### src/rtl/rtcomp_pipe.sv
// Registered route-computation stage for a 5-port mesh router.
// Head flits compute and latch an output port; body/tail flits reuse it.
module rtcomp_pipe #(
  parameter int unsigned ARRAYW     = 4,
  parameter int unsigned ADDRW      = 16,
  parameter int unsigned DSTX_LSB   = 0,
  parameter int unsigned DSTY_LSB   = 4,
  parameter int unsigned VCHW       = 1,
  parameter int unsigned ROUTE_MODE = 0
) (
  input  logic              clk,
  input  logic              rst_,
  input  logic [ARRAYW-1:0] my_xpos,
  input  logic [ARRAYW-1:0] my_ypos,
  input  logic              in_valid,
  output logic              in_ready,
  input  logic              in_head,
  input  logic              in_tail,
  input  logic [ADDRW-1:0]  addr,
  input  logic [VCHW:0]     ivch,
  input  logic [4:0]        cong,
  output logic              out_valid,
  input  logic              out_ready,
  output logic [2:0]        port,
  output logic [VCHW:0]     ovch,
  output logic              out_tail,
  output logic              err
);

  localparam logic [2:0] P_YM  = 3'd0;
  localparam logic [2:0] P_XP  = 3'd1;
  localparam logic [2:0] P_YP  = 3'd2;
  localparam logic [2:0] P_XM  = 3'd3;
  localparam logic [2:0] P_LOC = 3'd4;

  typedef enum logic [0:0] {IDLE, PKT} state_t;

  state_t             state_q, state_d;
  logic [2:0]         route_q, route_d;
  logic               out_valid_q, out_valid_d;
  logic [2:0]         port_q, port_d;
  logic [VCHW:0]      ovch_q, ovch_d;
  logic               out_tail_q, out_tail_d;
  logic               err_q, err_d;

  logic [ARRAYW-1:0]  dst_x, dst_y;
  logic               xp, xm, yp, ym, cong_y, accept;
  logic [2:0]         route_c, ycode;
  logic               unused_addr_c;

  assign dst_x         = addr[DSTX_LSB +: ARRAYW];
  assign dst_y         = addr[DSTY_LSB +: ARRAYW];
  assign unused_addr_c = ^addr;

  assign xp = dst_x > my_xpos;
  assign xm = dst_x < my_xpos;
  assign yp = dst_y > my_ypos;
  assign ym = dst_y < my_ypos;

  assign in_ready = !out_valid_q || out_ready;
  assign accept   = in_valid && in_ready;

  // Output-port selection; unknown modes fall back to dimension-order XY.
  always_comb begin
    route_c = P_LOC;
    ycode   = yp ? P_YP : P_YM;
    cong_y  = yp ? cong[2] : cong[0];
    if (!(xp || xm || yp || ym)) begin
      route_c = P_LOC;
    end else if (ROUTE_MODE == 1) begin
      if (yp)      route_c = P_YP;
      else if (ym) route_c = P_YM;
      else if (xp) route_c = P_XP;
      else         route_c = P_XM;
    end else if (ROUTE_MODE == 2) begin
      if (xm) begin
        route_c = P_XM;
      end else if (xp && (yp || ym)) begin
        // Two productive choices: avoid a congested X+ only if Y is free.
        route_c = (cong[1] && !cong_y) ? ycode : P_XP;
      end else if (xp) begin
        route_c = P_XP;
      end else begin
        route_c = ycode;
      end
    end else begin
      if (xp)      route_c = P_XP;
      else if (xm) route_c = P_XM;
      else if (yp) route_c = P_YP;
      else         route_c = P_YM;
    end
  end

  // Next-state and output-register update.
  always_comb begin
    state_d     = state_q;
    route_d     = route_q;
    out_valid_d = out_valid_q;
    port_d      = port_q;
    ovch_d      = ovch_q;
    out_tail_d  = out_tail_q;
    err_d       = err_q;
    if (out_ready) out_valid_d = 1'b0;
    if (accept) begin
      out_valid_d = 1'b1;
      ovch_d      = ivch;
      out_tail_d  = in_tail;
      if (in_head) begin
        route_d = route_c;
        port_d  = route_c;
        state_d = in_tail ? IDLE : PKT;
        if (state_q == PKT) err_d = 1'b1;
      end else begin
        port_d = route_q;
        if (state_q == IDLE)  err_d   = 1'b1;
        else if (in_tail)     state_d = IDLE;
      end
    end
  end

  always_ff @(posedge clk or negedge rst_) begin
    if (!rst_) begin
      state_q     <= IDLE;
      route_q     <= 3'd0;
      out_valid_q <= 1'b0;
      port_q      <= 3'd0;
      ovch_q      <= '0;
      out_tail_q  <= 1'b0;
      err_q       <= 1'b0;
    end else begin
      state_q     <= state_d;
      route_q     <= route_d;
      out_valid_q <= out_valid_d;
      port_q      <= port_d;
      ovch_q      <= ovch_d;
      out_tail_q  <= out_tail_d;
      err_q       <= err_d;
    end
  end

  assign out_valid = out_valid_q;
  assign port      = port_q;
  assign ovch      = ovch_q;
  assign out_tail  = out_tail_q;
  assign err       = err_q;

endmodule

### config.mk
export PLATFORM = sky130hd
export DESIGN_NAME = rtcomp_pipe
export DESIGN_NICKNAME = d
export VERILOG_FILES = /design/src/rtl/rtcomp_pipe.sv
export SDC_FILE = /design/constraint.sdc
export NUM_CORES = 1
export LEC_CHECK = 0
export ABC_AREA = 1
export BUFFER_PORTS_ARGS = -buffer_cell sky130_fd_sc_hd__buf_2
export CORE_MARGIN = 2
export CORE_UTILIZATION = 40
export CTS_BUF_LIST = sky130_fd_sc_hd__clkbuf_4 sky130_fd_sc_hd__clkbuf_8
export CTS_CLUSTER_DIAMETER = 50
export DETAILED_ROUTE_END_ITERATION = 6
export HOLD_SLACK_MARGIN = 0.03
export PLACE_DENSITY_LB_ADDON = 0.08
export SLEW_MARGIN = 20
export SYNTH_ARGS = -nofsm -noshare
export SYNTH_HDL_FRONTEND = slang
export SYNTH_SLANG_ARGS = --single-unit
### constraint.sdc
create_clock -name clk -period 1.3 [get_ports clk]
set_input_delay 0.26 -clock clk [delete_from_list [all_inputs] [get_ports clk]]
set_output_delay 0.26 -clock clk [all_outputs]
set_load 0.005 [all_outputs]
Word-level counts from Yosys, hierarchy flattened. Cells that the tools add are included.

Register bits: 9. Bits in latches: 0. Memory bits (writable): 0. Memory bits (read-only): 0. Output and inout bits: 9. Memories: 0.

Add/sub/neg operators: 0. $mul: 0. Divide/modulo/power cells: 0. Magnitude comparators: 4. Equal/unequal tests: 2. Shift operators: 0. Muxes and demuxes: 13. Bitwise gates (word level): 0. Reductions and logical operators: 9.

Operator list (number): 4-bit > comparator (2); 4-bit < comparator (2); 1-bit 2-to-1 mux (8); 2-bit 2-to-1 mux (3); 3-bit 2-to-1 mux (2); 1-bit logical OR (4); 3-bit AND reduction (1); 2-bit by 1-bit inequality test with 1-bit output (second input constant) (1); 2-bit inequality test (second input constant) (1); 2-bit AND reduction (1); 2-bit nonzero test (1); 1-bit logical AND (1); 1-bit zero test (1).

Depth between registers and ports, before layout. Gate-level depths: netlist of run 1.

Depth after elaboration: 6. Mapped depth: 9. Depth with buffers taken out: 9.

Worst setup path after synthesis of run 1. Ideal clock, no wire load.

Path kind: input-to-reg. Start point: in my_xpos[3]. End point: reg port_q[0] (netlist: port[0]). Data arrival time: 0.964 ns. Slack: 0.217 ns. Stages: 8. Buffers on the path: 0. Cells stage by stage: inv_1 -> ha_1 -> nand2_1 -> inv_1 -> nand3_1 -> inv_1 -> nand3_1 -> o21a_1.

Word-level cells in the longest chain between the ends: 6. Elaborated cells between the ends (all ways): 9.

Ends and longest elaborated chain: start, declared (line 13) `input logic [ARRAYW-1:0] my_xpos,`; 4-bit > comparator or 4-bit < comparator (tied branches) (line 55, 56); 1-bit logical OR (3 in a row) (line 68) `if (!(xp || xm || yp || ym)) begin`; 3-bit 2-to-1 mux (*) (line 68); 3-bit 2-to-1 mux (*) (line 108) `if (in_head) begin`; end signal, assigned (line 134) `port_q <= port_d;`; end, declared (line 41) `logic [2:0] port_q, port_d;`.

Mark *: on every way between the ends. The rest lies on a longest branch, timed or not. The select of a mux whose other input is x is not followed. A chain may end at the register's enable or synchronous reset.

Worst setup path in the final report of run 1.
Start point: reg out_valid_q (netlist: out_valid). End point: out in_ready.

Word-level cells in the longest chain between the ends: 2.

Ends and longest elaborated chain: start, declared (line 40) `logic out_valid_q, out_valid_d;`; start signal, assigned (line 133) `out_valid_q <= out_valid_d;`; 1-bit zero test (line 60) `assign in_ready = !out_valid_q || out_ready;`; 1-bit logical OR (line 60); end, declared (line 16) `output logic in_ready,`.

No other way between the ends.

==> metrics list, run 1 <==
* # IOs: 46
- Of the cells placed in the final design, the portion with a size suffix greater than 1 is 0.3590.
* Ratio of routed vias to standard cells: between 4 and 5
- CP required: between 1 and 1.5 ns
* Root buffer cell: sky130_fd_sc_hd__clkbuf_4
- After technology mapping, the gate count stands at 80.
- The synthesized netlist contains 14 unique library cells.
- Worst Path Class, Setup: flip-flop to primary output
- Number of cells in the design after placement: 128
- Routability-driven placement finished with a final weighted congestion of 0.7345.
* Highest clock frequency the design can meet: around 0.88 GHz
* Number of endpoints failing setup at the final stage: 0
- Half-perimeter wire length after placement: 942.3 µm
- For this run, the number of Yosys warnings is 0.
- Fill cells: 155
* # clock sinks: 9
- After detailed routing, the number of remaining DRC violations is 0.
* Adder-cell area share of the yosys netlist: 0.1626
- In the detailed route, the total length drawn on met2 is 477 µm.
* Pin count of the biggest net entering global routing: 10
* Commonest non-fill, non-tap cells in the layout: 32 x sky130_fd_sc_hd__buf_2, 25 x sky130_fd_sc_hd__nand2_1, 20 x sky130_fd_sc_hd__inv_1, 9 x sky130_fd_sc_hd__dfrtp_1, 8 x sky130_fd_sc_hd__ha_1
- Compared with the post-synthesis result, the final layout area differs by 35.77%.
* Number of iterations in the first detailed-routing pass: 2
- Mean instance size in the synthesized netlist: 7.695 µm²
- For this configuration, the core starts out at a cell density of 0.4184.
- The final layout contains 163 nets.
* H-tree level count: 1
- Routed signal wires occupy layers up through met3.
* IO Port Bufs: 32
- TritonCTS built the clock tree.
- The first global-routing pass estimated 2007 µm of wire.
- Wires add up to between 1000 and 1500 µm.
* Post-Route M1 WL: 551 µm
- Clock-pin transition on the worst setup and hold timing paths: 0.06 ns
* CTS max path bufs: 2
- The portion of synthesized area spent on multiplexers is 0.
- Xor and xnor fraction of the mapped netlist area: 0.01423
- STA classifies the critical path endpoint as a primary output.
* # rows: 14
- Number of buffers added by the clock tree synthesis step: 3
- The post-synthesis compound-gate area fraction is 0.1057.
* Register area share after synthesis: 0.3659
- The worst setup path is launched from a flip-flop.
- After synthesis the cells add up to 615.6 µm².
- GRT Overall Usage: 0.1422
* Total negative slack for setup checks: 0 ns
- Once the clock tree was built, the setup fixing pass inserted 0 buffers.
- When the netlist entered floorplanning its net count stood at 125.
* Largest family of logic cells by synthesized area: simple AND/OR/NAND/NOR gates
- Setup repair after global routing left no endpoint under its margin.
- Critical Path Fanout Max: 3
- Share of the clock period used by the worst path after layout: 0.8747
* Largest vdd supply drop: approximately 0.62 mV
- In this run the tightest slew margin relative to its limit is 0.8447.
- Wire segments on met3 add up to roughly 93 µm in the final route.
* Total count of hold-check failures in the final report: 0
- Starting DRC count in detailed routing: 2
* Post-route minimum period: 1.137 ns
* Clock insertion delay at the later pin of the skew report: 0.26 ns
- The worst hold path belongs to the class primary input to flip-flop.
* Clk_skew: 0.001920 ns
- Outcome: finished, final reports clean
* Final non-filler cell total: 133
- The initial antenna violation count was 0.
- The via count of the first global-routing pass is 511.
- Area used by multi-input combinational logic: 315.3 µm²
* Core area: 1471 µm²
- Count of final max-slew check failures: 0
- The analysis attributes to cell leakage a power of 0.5271 nW.
* Leading cell type in the layout, fill and taps excluded: sky130_fd_sc_hd__buf_2
* Data arrival time of the critical path: 0.88 ns
* Die span in x: 43.23 µm
- In this run, synthesis produced a sequential element count of 9.
- Max-cap violations in this run came to 0.
- Slew at the pin closest to its max-slew limit: 0.2329 ns
- Die Footprint: 1869 µm²
* Sequential Area: around 230 µm²
* Die Y: 43.23 µm
- Pwr/cell area: 880.8 nW/µm²
- Dividing the detail-routed wire length by the instance count gives 8.436 µm.
* Total number of vias: 573
- Leftover overflow at the end of global routing: 0
- Count of nets left with antenna violations after detail routing: 0
* Area share of and/or/nand/nor cells after synthesis: 0.2297
- The repair_antennas step left the layout with diodes totalling 0.
-- critical path: stages, from the launching register on --
cell                      delay [ns]
sky130_fd_sc_hd__dfrtp_1        0.41
sky130_fd_sc_hd__nand2_2        0.10
sky130_fd_sc_hd__buf_2          0.11
-- area by class of cell --
cell class,instances,share of cell area
inverter,20,0.08982
sequential,9,0.2695
multi-input combinational,51,0.3772
timing repair buffer,33,0.2036
tap,16,0.02395
clock buffer,4,0.03593
-- path summary, 6_finish.rpt --
kind	from	endpoint	slack [ns]	cells after the start
worst max-delay path	out_valid$_DFFE_PN0P_	in_ready	0.16	2
worst min-delay path	ivch[0]	ovch[0]$_DFFE_PN0P_	0.20	3
worst max register to register	out_valid$_DFFE_PN0P_	port[2]$_DFFE_PN0P_	0.18	5
worst min register to register	err$_DFFE_PN0P_	err$_DFFE_PN0P_	0.47	1
max in group asynchronous	rst_	out_tail$_DFFE_PN0P_	0.74	2
min in group asynchronous	rst_	ovch[1]$_DFFE_PN0P_	0.38	2
-- through the flow --
step | power, mW | setup WS, ns | hold WS (ns) | instance area [µm²] | util
finish | 0.7362 | 0.1629 | 0.1965 | 835.8 | 0.5680
global placement | 0.5071 | 0.05811 | 0.1195 | 795.8 | 0.5408
detailed placement | 0.5128 | 0.06047 | 0.1186 | 795.8 | 0.5408
CTS | 0.7512 | 0.1557 | 0.1907 | 835.8 | 0.5680
floorplan | 0.4302 | 0.2174 | -0.03559 | 615.6 | -
global route | 0.8032 | 0.1060 | 0.1849 | 835.8 | 0.5680
-- routing by layer --
metal / up-vias / GRT usage
li1: 314 / -
met1: 238 / 0.1925
met2: 21 / 0.2060
met3: 0 / 0.05106
met4: 0 / 0.05455
met5: - / 0
-- repair_timing --
action / 4_1_cts / 5_1_grt
hold buffers: 1 / 0
hold endpoints to repair: 9 / 0
gates resized for setup: 0 / 0
-- power by group --
group / internal [mW] / leakage (nW) / switching (mW)
Clock: 0.139 / 0.0184 / 0.0900
Sequential: 0.307 / 0.102 / 0.0144
Combinational: 0.0925 / 0.407 / 0.0934
Total: 0.538 / 0.527 / 0.198
-- logic make-up after synthesis --
group           after synthesis
buf+inv                      20
simple gates                 33
fa+ha+maj                     8
flops                         9
compound gates                9
xor+xnor                      1
-- cell usage after synthesis --
master                     number  area share
sky130_fd_sc_hd__nand2_1       25        0.15
sky130_fd_sc_hd__inv_1         20        0.12
sky130_fd_sc_hd__dfrtp_1        9        0.37
sky130_fd_sc_hd__ha_1           8        0.16
sky130_fd_sc_hd__a21oi_1        3       0.024
sky130_fd_sc_hd__nand2_2        3       0.030
sky130_fd_sc_hd__nand3_1        2       0.016
sky130_fd_sc_hd__nor2_1         2       0.012
sky130_fd_sc_hd__o21a_1         2       0.024
sky130_fd_sc_hd__o21bai_1       2       0.024
sky130_fd_sc_hd__a21boi_2       1       0.018
sky130_fd_sc_hd__a21oi_2        1       0.014
sky130_fd_sc_hd__nor2_4         1       0.018
sky130_fd_sc_hd__xor2_1         1       0.014
-- flip-flops by register name, indices dropped and copies added (netlist names) --
signal     count
out_tail       1
state_q        1
port           3
err            1
ovch           2
out_valid      1
Note: power is estimated with default switching activity, not from simulation.
==> inputs of run 2 (changes only) <==
- PLACE_DENSITY: unset -> 0.83
- PLACE_DENSITY_LB_ADDON: 0.08 -> unset
==> run 2 against run 1 <==
Compared with the run above: cell count unchanged; global-route usage up 3.1 points; sequential share of layout area up 0.081 points; register-to-register slack better by 0.02 ns; hold slack worse by 0.0059 ns; count of clock-buffer cells in the layout down 1; largest power group unchanged; fmax down 1.0%.
==> metrics list, run 2 (synthesis results as in run 1) <==
- Worst max-slew margin expressed relative to the limit: 0.8578 (+0.01309)
* Core area: 1471 µm² (unchanged)
- The number of buffers on the longest clock path came to 2 (unchanged).
- Count of nets left with antenna violations after detail routing: 0 (unchanged)
* Highest clock frequency the design can meet: 0.8706 GHz (-1.0%)
- Ratio of routed vias to standard cells: 4.526 (+5.1%)
- Critical Path Fanout Max: 3 (unchanged)
- Post-route minimum period: 1.149 ns (+0.01153 ns)
- Pwr/cell area: 871.7 nW/µm² (-1.0%)
* Largest delay share family, worst path: flip-flops
* # clock sinks: 9 (unchanged)
* Capture point of the worst reg-to-reg path: port[0]$_DFFE_PN0P_
- The average wire per cell in the routed design is 10.35 µm (+23%).
- The worst hold path belongs to the class primary input to flip-flop.
* Die Y: 43.23 µm (unchanged)
* Startpoint class of the critical path: flip-flop
* Clock insertion delay at the later pin of the skew report: 0.26 ns (about the same)
* Number of buffers and inverters on the critical path: 1 (unchanged)
- The setup slack after layout came to 0.1514 ns (-0.01153 ns).
- Final WL: 1376 µm (+23%)
- Reg2reg setup slack: 0.20 ns (+0.02 ns)
- The worst path required time is 1.04 ns (about the same).
- The number of buffers created by CTS is 3 (unchanged).
- Critical-path cell list: nand2_2 > buf_2
- The largest net degree at the start of global routing came to 10 (unchanged).
* Post-Route Utilization: 0.5663 (-0.001700)
- The largest vdd supply drop came to 0.6548 mV (+4.8%).
- The count of input and output buffers was 32 (unchanged).
- The leakage power of the design came to 0.5264 nW (-0.13%).
- The number of placed instances, taps included was 128 (unchanged).
- The placer congestion estimate came to 0.7440 (+1.3%).
* Total negative slack for setup checks: 0 ns (unchanged)
- The proportion of layout cells with a drive suffix above 1 is 0.3590 (unchanged).
* GRT Overall Usage: 0.1737 (+0.03145)
- The slowest stage of the critical path belongs to the cell sky130_fd_sc_hd__dfrtp_1.
- Via count of the first global-routing pass: 622 (+22%)
- The longest individual stage delay on the worst path was 0.41 ns (about the same).
- Share of the clock period used by the worst path after layout: 0.8836 (+0.008872)
* Commonest non-fill, non-tap cells in the layout: 32 x sky130_fd_sc_hd__buf_2, 25 x sky130_fd_sc_hd__nand2_1, 20 x sky130_fd_sc_hd__inv_1, 9 x sky130_fd_sc_hd__dfrtp_1, 8 x sky130_fd_sc_hd__ha_1
- The initial standard-cell utilization of the core is 0.4184 (unchanged).
* Number of gates resized after CTS: 0 (unchanged)
- The max-slew violation count was 0 (unchanged).
- First-pass GRT wire length: 2346 µm (+17%)
* Area added between synthesis and finish: 35.37%
* Fill cells: 130 (-16%)
- Clock-pin transition on the worst setup and hold timing paths: 0.06 ns (about the same)
* Outcome: finished, final reports clean
- H-tree level count: 1 (unchanged)
- Dpl cell area: 795.8 µm² (unchanged)
- Pre-CTS setup slack: 0.04757 ns (-0.01290 ns)
* Leftover overflow at the end of global routing: 0 (unchanged)
- Setup repair after global routing left no endpoint under its margin.
- The met3 usage came to 0.07234 (+0.02128).
- The die area came to 1869 µm² (unchanged).
- Number of endpoints failing setup at the final stage: 0 (unchanged)
- The number of ports placed on the die boundary came to 46 (unchanged).
- The placed wire-length estimate after detailed placement came to 1217 µm (+29%).
* Length in cells of the worst reg-to-reg path: 5 (unchanged)
- Leading cell type in the layout, fill and taps excluded: sky130_fd_sc_hd__buf_2
* Maxcap violations: 0 (unchanged)
* Clk_skew: 0.004910 ns (+0.002990 ns)
- # rows: 14 (unchanged)
* Worst Path Class, Setup: flip-flop to primary output
* Worst hold path startpoint: ivch[0]
* Slew at the pin closest to its max-slew limit: 0.2132 ns (-0.01964 ns)
- Number of iterations in the first detailed-routing pass: 4 (+2)
* Element type at the critical path end: primary output
* Data arrival time of the critical path: 0.89 ns (about the same)
- Met2 Use GR: 0.3343 (+0.1284)
- Worst hold path endpoint: ovch[0]$_DFFE_PN0P_
- The post-route cell area was 833.3 µm² (-0.30%).
* Total power consumption of the routed design: 0.7263 mW (-1.3%)
- Number of antenna violations at the first check in global routing: 0 (unchanged)
- Total number of vias: 602 (+5.1%)
- The met1 track utilization from global routing is 0.1493 (-0.04318).
- The count of placed standard cells in the final layout, fillers left out came to 133 (unchanged).
- TritonCTS clock tree: yes
- Root buffer cell: sky130_fd_sc_hd__clkbuf_4
- Die span in x: 43.23 µm (unchanged)
- Final hold slack: 0.1906 ns (-0.005905 ns)
- Cell depth of the worst hold path: 3 (unchanged)
* Starting DRC count in detailed routing: 5 (+3)
- The worst register-to-register path begins at out_valid$_DFFE_PN0P_.
- The global routing stage identified its most utilized layer as met2.
- Ant diodes: 0 (unchanged)
* # DRC: 0 (unchanged)
* Total count of hold-check failures in the final report: 0 (unchanged)
- Number of flip-flops under the largest register name: 3 (unchanged)
* Number of nets in the layout: 163 (unchanged)
==> run 2: cell types whose count changed in the layout (fill, tap and decap cells not counted), sizes merged <==
cell / previous run / this run
clkbuf: 4 / 3
clkinv: 0 / 1
==> run 2: final cells by class <==
type / instances / area, µm² / area share
Timing Repair Buffer: 33 / 170.2 / 0.2042
Multi-Input combinational cell: 51 / 315.3 / 0.3784
Clock buffer: 3 / 22.52 / 0.02703
Clock inverter: 1 / 5.005 / 0.006006
Inverter: 20 / 75.07 / 0.09009
Tap cell: 16 / 20.02 / 0.02402
Sequential cell: 9 / 225.2 / 0.2703
==> run 2: per-layer routing <==
layer | wire length [µm] | vias to the layer above
li1 | - | 315
met1 | 494 | 269
met2 | 796 | 14
met3 | 57 | 4
met4 | 28 | 0
met5 | 0 | -
==> run 2: how the worst max path moves through the flow <==
stage | end | depth (start not counted) | start
floorplan | port[0]$_DFFE_PN0P_ | 8 | my_xpos[3]
global placement | port[0]$_DFFE_PN0P_ | 9 | my_xpos[3]
detailed placement | port[0]$_DFFE_PN0P_ | 9 | my_xpos[3]
CTS | in_ready | 2 | out_valid$_DFFE_PN0P_
global route | in_ready | 2 | out_valid$_DFFE_PN0P_
finish | in_ready | 2 | out_valid$_DFFE_PN0P_
==> run 2: worst reg2reg max path: cells and delay by family (launching register included) <==
| kind | cells | cell delay (ns) |
|---|---|---|
| AND/OR/NAND/NOR | 4 | 0.46 |
| flip-flops | 1 | 0.41 |
| AO/OA/AOI/OAI | 1 | 0.13 |
==> run 2: repair_timing <==
item	CTS	global route
hold buffers	1	0
setup buffers	0	0
endpoints found under the hold margin	9	0
==> run 2: power by group <==
group / leakage [nW] / switching (mW) / internal [mW]
combinational: 0.407 / 0.0976 / 0.0934
sequential: 0.102 / 0.0156 / 0.307
clock: 0.0177 / 0.0992 / 0.113
total: 0.526 / 0.212 / 0.514
==> inputs of run 3 (changes only) <==
- CORE_MARGIN: 2 -> unset
==> run 3 against run 2 <==
Compared with the run above: critical path depth stayed put; clock skew hardly changed; global-route usage is 1.7 points higher; sequential power hardly changed; critical path type unchanged; critical endpoint unchanged.
==> metrics list, run 3 (synthesis results as in run 1) <==
- Worst Path Class, Setup: flip-flop to primary output
- Number of flip-flops under the largest register name: 3 (unchanged)
- Count of nets left with antenna violations after detail routing: 0 (unchanged)
* Critical Path Fanout Max: 3 (unchanged)
- Comb power frac: 0.257 (-0.006)
- TritonCTS built the clock tree.
- Clock insertion delay at the later pin of the skew report: 0.26 ns (about the same)
- # clock sinks: 9 (unchanged)
* Die Footprint: 1700 µm² (-9.0%)
- Number of endpoints failing setup at the final stage: 0 (unchanged)
- The placed wire-length estimate after detailed placement is 1120 µm (-8.0%).
* Die Y: 41.23 µm (-4.6%)
- The proportion of layout cells with a drive suffix above 1 is 0.3590 (unchanged).
- The fill cell instance count of the final layout was 133 (+2.3%).
- The worst path required time was 1.04 ns (about the same).
* Number of gates resized after CTS: 0 (unchanged)
- The signal on the critical path passes through nand2_2 > buf_2.
- The final-layout setup total negative slack came to 0 ns (unchanged).
- CTS max path bufs: 2 (unchanged)
* Share of the clock period used by the worst path after layout: 0.8929 (+0.009338)
- The total area of sequential cells came to 225.2 µm² (unchanged).
- The longest individual stage delay on the worst path came to 0.41 ns (about the same).
* Power spent charging and discharging nets: 0.2077 mW (-2.2%)
- The final wirelength came to 1320 µm (-4.1%).
- The largest net degree at the start of global routing is 10 (unchanged).
* Total count of hold-check failures in the final report: 0 (unchanged)
- Startpoint class of the critical path: flip-flop
- Sw frac: 0.2781 (-0.01432)
- Post-route minimum period: 1.161 ns (+0.01214 ns)
* Total power consumption of the routed design: 0.7468 mW (+2.8%)
- GRT Overall Usage: 0.1904 (+0.01669)
- Count of final max-slew check failures: 0 (unchanged)
- Highest clock frequency the design can meet: 0.8615 GHz (-1.0%)
- Clock power share: 0.312 (+0.019)
* Worst hold path type: primary input to flip-flop
* Area used by multi-input combinational logic: 315.3 µm² (unchanged)
- The worst setup path is captured at a primary output.
- Part of the power in registers: 0.431 (-0.013)
- Leftover overflow at the end of global routing: 0 (unchanged)
- Number of iterations in the first detailed-routing pass: 5 (+1)
- Core area: 1366 µm² (-7.1%)
- Die span in x: 41.23 µm (-4.6%)
- Starting DRC count in detailed routing: 10 (+5)
- The net total in the final layout was 163 (unchanged).
* Unrepaired setup endpoints after global routing: no
- Static leakage power: 0.5271 nW (+0.13%)
- The relative slew slack came to 0.8558 (-0.002057).
* Number of antenna violations at the first check in global routing: 0 (unchanged)
- The flow ran to the end, and the final reports show no timing, DRC or antenna violations.
- The data arrival time of the worst path was 0.90 ns (about the same).
- Ant diodes: 0 (unchanged)
* Weighted congestion at the end of routability-driven global placement: 0.7256 (-2.5%)
- The number of buffers added for setup after CTS came to 0 (unchanged).
* Root buffer cell: sky130_fd_sc_hd__clkbuf_4
- The number of buffers created by CTS came to 3 (unchanged).
- Cell depth of the worst hold path: 3 (unchanged)
- Design internal power: 0.5391 mW (+4.9%)
* Clock-pin transition on the worst setup and hold timing paths: 0.06 ns (about the same)
- Slew at the pin closest to its max-slew limit: 0.2163 ns (+0.003086 ns)
- Via count of the first global-routing pass: 563 (-9.5%)
- The number of levels in the clock H-tree came to 1 (unchanged).
- The depth of the most critical reg-to-reg path was 5 (unchanged).
- Mean routed wirelength per cell: 10.00 µm (-3.3%)
- Ratio of routed vias to standard cells: 4.621 (+2.1%)
- Area added between synthesis and finish: 35.57%
- In the layout the commonest cells are 32 x sky130_fd_sc_hd__buf_2, 25 x sky130_fd_sc_hd__nand2_1, 20 x sky130_fd_sc_hd__inv_1, 9 x sky130_fd_sc_hd__dfrtp_1, 8 x sky130_fd_sc_hd__ha_1.
* # DRC: 0 (unchanged)
- Largest vdd supply drop: 0.6096 mV (-6.9%)
- The count of vias placed by the detailed router is 610 (+1.3%).
- On the critical path, the stage with the largest delay is an instance of sky130_fd_sc_hd__dfrtp_1.
- The power density over cell area was 894.8 nW/µm² (+2.7%).
- Maxcap violations: 0 (unchanged)
- Clk_skew: 0.005125 ns (+0.0002148 ns)
- The global-route wire length before repair is 2042 µm (-13%).
- The count of input and output buffers came to 32 (unchanged).
- Initial Util: 0.4505 (+0.03218)
* # rows: 13 (-1)
* # IOs: 46 (unchanged)
- Leaving out fill and tap cells, the most frequent cell in the layout is sky130_fd_sc_hd__buf_2.
run 3: worst max-delay path, delay by kind of cell, from the launching register on:
kind          cells  cell delay (ns)
flops             1             0.41
buf+inv           1             0.12
simple gates      1             0.11
run 3: layer usage:
metal	track usage	routed length (µm)	part of all wire
met5	0	0	0
met4	0.05645	23	0.017
met3	0.08696	68	0.052
met2	0.3516	708	0.54
met1	0.1869	519	0.39
run 3: metrics by stage:
step	instances	util	hold WS [ns]	instance area (µm²)	setup WS, ns
2_1_floorplan	80	-	-0.03559	615.6	0.2174
3_3_place_gp	127	0.5815	0.1186	794.5	0.07615
3_5_place_dp	127	0.5815	0.1185	794.5	0.03606
4_1_cts	132	0.6108	0.2025	834.6	0.1343
5_1_grt	132	0.6108	0.2077	834.6	0.08775
6_report	132	0.6108	0.2103	834.6	0.1392
run 3: path summary, 6_finish.rpt:
kind / startpoint / endpoint / slack [ns]
worst min register to register: err$_DFFE_PN0P_ / err$_DFFE_PN0P_ / 0.47
worst min-delay path: ivch[0] / ovch[0]$_DFFE_PN0P_ / 0.21
worst max register to register: out_valid$_DFFE_PN0P_ / port[2]$_DFFE_PN0P_ / 0.21
max in group asynchronous: rst_ / ovch[0]$_DFFE_PN0P_ / 0.74
worst max-delay path: out_valid$_DFFE_PN0P_ / in_ready / 0.14
min in group asynchronous: rst_ / out_valid$_DFFE_PN0P_ / 0.38
run 3: final cells by class:
class,instances,share of cell area
Timing Repair Buffer,33,0.2039
Clock buffer,4,0.03598
Inverter,20,0.08996
Tap cell,15,0.02249
Sequential cell,9,0.2699
Multi-Input combinational cell,51,0.3778
run 3: power by group through the flow:
| stage | logic [mW] | clock network, mW | registers, mW |
|---|---|---|---|
| after floorplan | 0.101 | 0 | 0.329 |
| after global placement | 0.179 | 0 | 0.325 |
| after detailed placement | 0.191 | 0 | 0.327 |
| after CTS | 0.194 | 0.243 | 0.322 |
| after global routing | 0.226 | 0.263 | 0.325 |
| final | 0.192 | 0.233 | 0.322 |
run 3: repair_timing:
item | in CTS | in global routing
hold buffers | 1 | 0
endpoints found under the setup margin | 0 | 0
endpoints found under the hold margin | 9 | 0
